===== config.mk =====
export PLATFORM = sky130hd
export DESIGN_NAME = decode_stage
export DESIGN_NICKNAME = d
export VERILOG_FILES = /design/src/rtl/decode_stage.sv
export SDC_FILE = /design/constraint.sdc
export NUM_CORES = 1
export LEC_CHECK = 0
export BUFFER_PORTS_ARGS = -buffer_cell sky130_fd_sc_hd__buf_2
export CORE_MARGIN = 3
export CORE_UTILIZATION = 45
export DETAILED_ROUTE_END_ITERATION = 8
export HOLD_SLACK_MARGIN = 0.08
export PLACE_DENSITY = 0.77
export SLEW_MARGIN = 20
export SYNTH_ARGS = -nofsm -noshare
export SYNTH_HDL_FRONTEND = slang
export SYNTH_SLANG_ARGS = --single-unit

===== constraint.sdc =====
create_clock -name clk -period 5.75 [get_ports clk]
set_input_delay 1.15 -clock clk [delete_from_list [all_inputs] [get_ports clk]]
set_output_delay 1.15 -clock clk [all_outputs]
set_load 0.02 [all_outputs]

===== src/rtl/decode_stage.sv =====
// decode_stage: registered Thumb halfword decoder with valid/ready on both sides.
// Each accepted halfword becomes one registered output (op, register addresses,
// immediate, condition, pc) one cycle later. Define DECODE_BL_EN to assemble the
// two-halfword BL instruction (11110 prefix + 11111 suffix); without it, both
// halves decode on their own as ILLEGAL.
module decode_stage #(
  parameter int IMM_W = 32,
  parameter int PC_W  = 32
) (
  input  logic             clk,
  input  logic             rst,
  input  logic             i_flush,
  input  logic             i_valid,
  output logic             o_ready,
  input  logic [15:0]      i_ir,
  input  logic [PC_W-1:0]  i_pc,
  output logic             o_valid,
  input  logic             i_ready,
  output logic [3:0]       o_op,
  output logic [3:0]       o_addrrn,
  output logic [3:0]       o_addrrt,
  output logic [3:0]       o_addrrd,
  output logic [IMM_W-1:0] o_imm,
  output logic [3:0]       o_cond,
  output logic [PC_W-1:0]  o_pc
);

  typedef enum logic [3:0] {
    OP_NOP      = 4'd0,
    OP_ADD_IMM3 = 4'd1,
    OP_SUB_SP   = 4'd2,
    OP_MOV_IMM  = 4'd3,
    OP_MOV_REG  = 4'd4,
    OP_LDR_IMM  = 4'd5,
    OP_LDR_LIT  = 4'd6,
    OP_STR_IMM  = 4'd7,
    OP_B        = 4'd8,
    OP_BCOND    = 4'd9,
    OP_CMP_IMM  = 4'd10,
    OP_BL       = 4'd11,
    OP_ILLEGAL  = 4'd15
  } op_e;

  logic             accept;
  op_e              n_op;
  logic [3:0]       n_rn, n_rt, n_rd, n_cond;
  logic [IMM_W-1:0] n_imm;
  logic [PC_W-1:0]  n_pc;
  logic             n_emit;

`ifdef DECODE_BL_EN
  typedef enum logic {S_IDLE, S_WAIT_LO} state_e;
  state_e          state;
  logic [10:0]     hi_q;
  logic [PC_W-1:0] pc_q;
  logic            is_prefix;

  assign is_prefix = (i_ir[15:11] == 5'b11110);
`endif

  // Flush blocks acceptance; otherwise accept whenever the output slot frees up.
  assign o_ready = !i_flush && (!o_valid || i_ready);
  assign accept  = i_valid && o_ready;

  // Next output contents for the halfword on i_ir (plus BL assembly when enabled).
  always_comb begin
    // NOTE: every signal gets a default first, so no decode path infers a latch.
    n_op   = OP_ILLEGAL;
    n_rn   = '0;
    n_rt   = '0;
    n_rd   = '0;
    n_imm  = '0;
    n_cond = 4'hE;
    n_pc   = i_pc;
    n_emit = 1'b1;
    casez (i_ir[15:7])
      9'b0001110??: begin
        n_op  = OP_ADD_IMM3;
        n_rn  = {1'b0, i_ir[5:3]};
        n_rd  = {1'b0, i_ir[2:0]};
        n_imm = IMM_W'(i_ir[8:6]);
      end
      9'b101100001: begin
        n_op  = OP_SUB_SP;
        n_rn  = 4'd13;
        n_rd  = 4'd13;
        n_imm = IMM_W'({i_ir[6:0], 2'b00});
      end
      9'b00100????: begin
        n_op  = OP_MOV_IMM;
        n_rd  = {1'b0, i_ir[10:8]};
        n_imm = IMM_W'(i_ir[7:0]);
      end
      9'b01000110?: begin
        n_op = OP_MOV_REG;
        n_rn = i_ir[6:3];
        n_rd = {i_ir[7], i_ir[2:0]};
      end
      9'b01101????: begin
        n_op  = OP_LDR_IMM;
        n_rn  = {1'b0, i_ir[5:3]};
        n_rt  = {1'b0, i_ir[2:0]};
        n_imm = IMM_W'({i_ir[10:6], 2'b00});
      end
      9'b01001????: begin
        n_op  = OP_LDR_LIT;
        n_rn  = 4'd15;
        n_rt  = {1'b0, i_ir[10:8]};
        n_imm = IMM_W'({i_ir[7:0], 2'b00});
      end
      9'b01100????: begin
        n_op  = OP_STR_IMM;
        n_rn  = {1'b0, i_ir[5:3]};
        n_rt  = {1'b0, i_ir[2:0]};
        n_imm = IMM_W'({i_ir[10:6], 2'b00});
      end
      9'b11100????: begin
        n_op  = OP_B;
        n_rn  = 4'd15;
        n_imm = {{(IMM_W-12){i_ir[10]}}, i_ir[10:0], 1'b0};
      end
      9'b1101?????: begin
        // Condition codes 1110/1111 are not valid for B<c>.
        if (i_ir[11:9] != 3'b111) begin
          n_op   = OP_BCOND;
          n_rn   = 4'd15;
          n_cond = i_ir[11:8];
          n_imm  = {{(IMM_W-9){i_ir[7]}}, i_ir[7:0], 1'b0};
        end
      end
      9'b00101????: begin
        n_op  = OP_CMP_IMM;
        n_rn  = {1'b0, i_ir[10:8]};
        n_imm = IMM_W'(i_ir[7:0]);
      end
      default: ;
    endcase

`ifdef DECODE_BL_EN
    if (state == S_WAIT_LO) begin
      // Second half of a BL: either completes it or reports the pair as ILLEGAL;
      // the halfword is consumed either way.
      n_pc   = pc_q;
      n_rn   = '0;
      n_rt   = '0;
      n_cond = 4'hE;
      if (i_ir[15:11] == 5'b11111) begin
        n_op  = OP_BL;
        n_rd  = 4'd14;
        n_imm = {{(IMM_W-23){hi_q[10]}}, hi_q, i_ir[10:0], 1'b0};
      end else begin
        n_op  = OP_ILLEGAL;
        n_rd  = '0;
        n_imm = '0;
      end
    end else if (is_prefix) begin
      n_emit = 1'b0;
    end
`endif
  end

  // Output register and BL state: reset, then flush, then transfer, then drain.
  always_ff @(posedge clk) begin
    // NOTE: sequential state uses non-blocking assignments only.
    if (!rst) begin
      o_valid  <= 1'b0;
      o_op     <= OP_NOP;
      o_addrrn <= '0;
      o_addrrt <= '0;
      o_addrrd <= '0;
      o_imm    <= '0;
      o_cond   <= 4'hE;
      o_pc     <= '0;
`ifdef DECODE_BL_EN
      state    <= S_IDLE;
      hi_q     <= '0;
      pc_q     <= '0;
`endif
    end else if (i_flush) begin
      o_valid <= 1'b0;
`ifdef DECODE_BL_EN
      state   <= S_IDLE;
`endif
    end else if (accept) begin
      o_valid <= n_emit;
      if (n_emit) begin
        o_op     <= n_op;
        o_addrrn <= n_rn;
        o_addrrt <= n_rt;
        o_addrrd <= n_rd;
        o_imm    <= n_imm;
        o_cond   <= n_cond;
        o_pc     <= n_pc;
      end
`ifdef DECODE_BL_EN
      if (state == S_IDLE && is_prefix) begin
        state <= S_WAIT_LO;
        hi_q  <= i_ir[10:0];
        pc_q  <= i_pc;
      end else begin
        state <= S_IDLE;
      end
`endif
    end else if (i_ready) begin
      o_valid <= 1'b0;
    end
  end

endmodule

# Word-level counts from Yosys, hierarchy flattened
# Cells that the tools add are included.
[classes]
n_eq_ne = 11
mux = 12
reduce_logical = 12
n_bitwise = 2
[op_table]
columns = ["operator", "count"]
rows = [
  ["32-bit case mux with 7 select lines", 1],
  ["4-bit case mux with 10 select lines", 1],
  ["32-bit 2-to-1 mux", 1],
  ["4-bit case mux with 6 select lines", 1],
  ["4-bit case mux with 4 select lines", 1],
  ["5-bit by 4-bit equality test with 1-bit output (second input constant)", 3],
  ["4-bit 2-to-1 mux", 3],
  ["5-bit by 3-bit equality test with 1-bit output (second input constant)", 2],
  ["9-bit equality test (second input constant)", 1],
  ["8-bit by 7-bit equality test with 1-bit output (second input constant)", 1],
  ["2-bit OR reduction", 4],
  ["7-bit by 4-bit equality test with 1-bit output (second input constant)", 1],
  ["3-bit case mux with 2 select lines", 1],
  ["5-bit equality test (second input constant)", 1],
  ["4-bit equality test (second input constant)", 1],
  ["3-bit 2-to-1 mux", 1],
  ["3-bit inequality test (second input constant)", 1],
  ["3-bit OR reduction", 1],
  ["1-bit logical AND", 2],
  ["1-bit logical NOT", 2],
  ["1-bit 2-to-1 mux", 2],
  ["1-bit inverter", 2],
  ["2-bit AND reduction", 1],
  ["2-bit nonzero test", 1],
  ["1-bit logical OR", 1],
]
[totals]
word_cells = 45
output_inout_bits = 86
register_bits = 85

# Depth between registers and ports, before layout
[logic_depth]
word_depth = 5
mapped_depth = 7
ltp_nobuf = 5

# Worst setup path after synthesis
# Ideal clock, no wire load.
[synth_path]
kind = "input -> output"
startpoint = "input i_ready"
endpoint = "output o_ready"
setup_slack_ps = 3082
path_stages = 2
arrival_ps = 1518
n_path_buf = 0
path_cell_list = "nor2b_1 nor2_1"
[synth_via]
elab_chain_cells = 2
[synth_rtl]
columns = ["element", "line", "text"]
rows = [
  ["start, declared", "18", "input logic i_ready,"],
  ["1-bit logical OR", "62", "assign o_ready = !i_flush && (!o_valid || i_ready);"],
  ["1-bit logical AND", "62", ""],
  ["end, declared", "14", "output logic o_ready,"],
]
# No other way between the ends.

# Worst setup path after layout
# Same ends and word-level chain as after synthesis.

==> reports/results.txt <==
Synth warn = 0
Setup-failing EPs final = 0
Setup TNS = 0 ns
Vias/cell = 5.46
Site Rows = 29
Post-synth EDFFs = 0
Crit path kind = in -> out
Clk sink count = 64
Max FO, Critical Path = 3
Placed wire-length estimate = 6370 um
Layout cells sized above 1 = 0.342
Status = finished clean
# Max-Cap Violations = 0
FMAX = 0.340 GHz
I/O pin count = 139
WL/cell = 15.4 um
Post-synthesis adder-cell area fraction = 0
Die height = 89.2 um
Antenna Nets Post-Route = 0
Compound-cell area share of the yosys netlist = 0.248
Routed vias = 3068
Setup bufs post-CTS = 0
Xor/xnor share of the synthesized area = 0
Synth Flop Type = dfxtp_1
Global-route wire length before repair = 12900 um
Ant. Diodes = 0
Largest net degree at the start of global routing = 57
HP Class = reg -> reg
PwrDens = 285 nW/um^2
Final Skew = 0.00803 ns
Pre-antenna DRT Iters = 4
Layout Area Growth over Synthesis = 23.7%
Core area = 6530 sq um
Vias in the first global route = 2701
CP max-delay cell = nor2b_1
Largest family of logic cells by synthesized area = compound AO/OA/AOI/OAI gates
Slowest stage delay, CP = 0.27 ns
Die area = 7960 sq um
Clk_lat worst skew = 0.33 ns
Die W = 89.2 um
Synth Register Bits = 64
Synth Area in Simple Gates = 0.225
P_leak = 1.76 nW
Starting Density = 0.477
Asr flop ratio synth = 0
Syn nets = 434
Worst setup SP type = primary input
Cts hold-fix bufs = 0
Clock slew at reported path FFs = 0.07 ns
Tot Pwr = 1.10 mW
Clock Tree Buf Depth = 2
Commonest non-fill, non-tap cells in the layout = 137 x buf_2, 96 x nand2_1, 64 x dfxtp_1, 34 x a21boi_0, 24 x o21ai_0
Fin. Hold Viols = 0
Post-synthesis cell area = 3120 sq um
Initial antenna violation count = 0
Max IR drop VDD = 0.000156 V
DRC violations left = 0
Root buf cell = clkbuf_8
Final WL = 8660 um
Worst slew margin = 0.460
Port buffer count = 137
Worst Path Required = 4.60 ns
Tot GR Track Use = 0.207
Tcrit/Tclk final = 0.512
Worst Path Arrival = 1.79 ns
RePlAce Congestion = 0.956
Post-Syn Instances = 381
Post-CTS resize count = 0
Grt total ovfl = 0
Final nets = 533
Setup crit end kind = primary output
Post-Syn Area per Cell = 8.18 sq um
Seq/Total Area, Yosys = 0.411
Crit-path most repeated cell = buf_2
Number of DRC markers in iteration 0 = 217
Number of buffers created by CTS = 9
Critical-path cell list = buf_2, nor2b_1, nor2_1, buf_2
Yosys cell types = 48
Commonest non-fill, non-tap cell in the layout = buf_2
H-tree depth = 3
Slew @ Worst Pin = 0.810 ns
CTS tree = done
Pins Over Slew Limit = 0
RSZ-0062 raised after global routing = no
Mux share of post-synthesis cell area = 0.0181
Tmin final = 2.94 ns
## registers in the layout (all words and copies together) (netlist names)
| name | count |
|---|---|
| o_addrrd | 4 |
| o_valid | 1 |
| o_addrrt | 3 |
| o_cond | 4 |
| o_pc | 32 |
| o_imm | 12 |
| o_op | 4 |
| o_addrrn | 4 |
## critical path, delay by kind of cell
family	cells	cell delay [ns]
buf+inv	2	0.27
simple gates	2	0.38
## layer usage
layer  part of all wire  GRT usage  up-vias
li1                   -          -     1511
met4              0.015     0.0568        0
met5                  0          0        -
met2               0.48      0.347      155
met1               0.41      0.258     1388
met3              0.097     0.0645       14
## logic make-up (layout without fill, tap and decap cells)
logic type | after synthesis | after routing
muxes | 5 | 5
AOI/OAI and AO/OA | 112 | 112
DFF | 64 | 64
buffers and inverters | 51 | 155
other | 1 | 1
and+or+nand+nor | 148 | 148
## synthesized netlist by cell type, drive strengths merged (4+ instances only)
master	instances	share of area
a21boi	34	0.082
a21oi	13	0.021
a222oi	5	0.016
a31oi	6	0.012
buf	33	0.075
clkbuf	18	0.022
dfxtp	64	0.41
mux2	5	0.018
nand2	96	0.12
nand2b	5	0.010
nor2	11	0.013
nor2b	7	0.014
nor3b	4	0.011
o211a	4	0.013
o21ai	28	0.045
o22ai	4	0.0080
or2	4	0.0088
## power breakdown
group	switching (mW)	total, mW	internal, mW	leakage, nW
registers	0.0100	0.472	0.462	0.522
clock network	0.171	0.460	0.289	0.118
logic	0.108	0.168	0.0603	1.12
total	0.289	1.10	0.811	1.76
## final cells by class
class,instances,area [sq um]
clock inverter,5,104
clock buffer,11,131
multi-input combinational,266,1540
tap,77,96.3
sequential,64,1280
timing repair buffer,139,701
fill,643,2680
## metrics by stage
stage                util  std cells  cell area [sq um]  hold WS, ns  setup WS (ns)
finish              0.590        562               3850        0.450           2.81
global route        0.590        562               3850        0.485           2.75
CTS                 0.590        562               3850        0.452           2.80
detailed placement  0.554        546               3620        0.443           2.75
global placement    0.554        546               3620        0.436           2.80
floorplan               -        381               3120        0.528           3.08
## worst paths after layout
path              startpoint        end  slack [ns]  depth (start not counted)
hold reg to reg     o_imm[2]   o_imm[2]        0.45                          2
setup / recovery     i_ready    o_ready        2.81                          4
setup reg to reg     o_valid  o_cond[1]        3.61                          6
hold / removal      o_imm[2]   o_imm[2]        0.45                          2
Power figures use the tool's default switching activity.
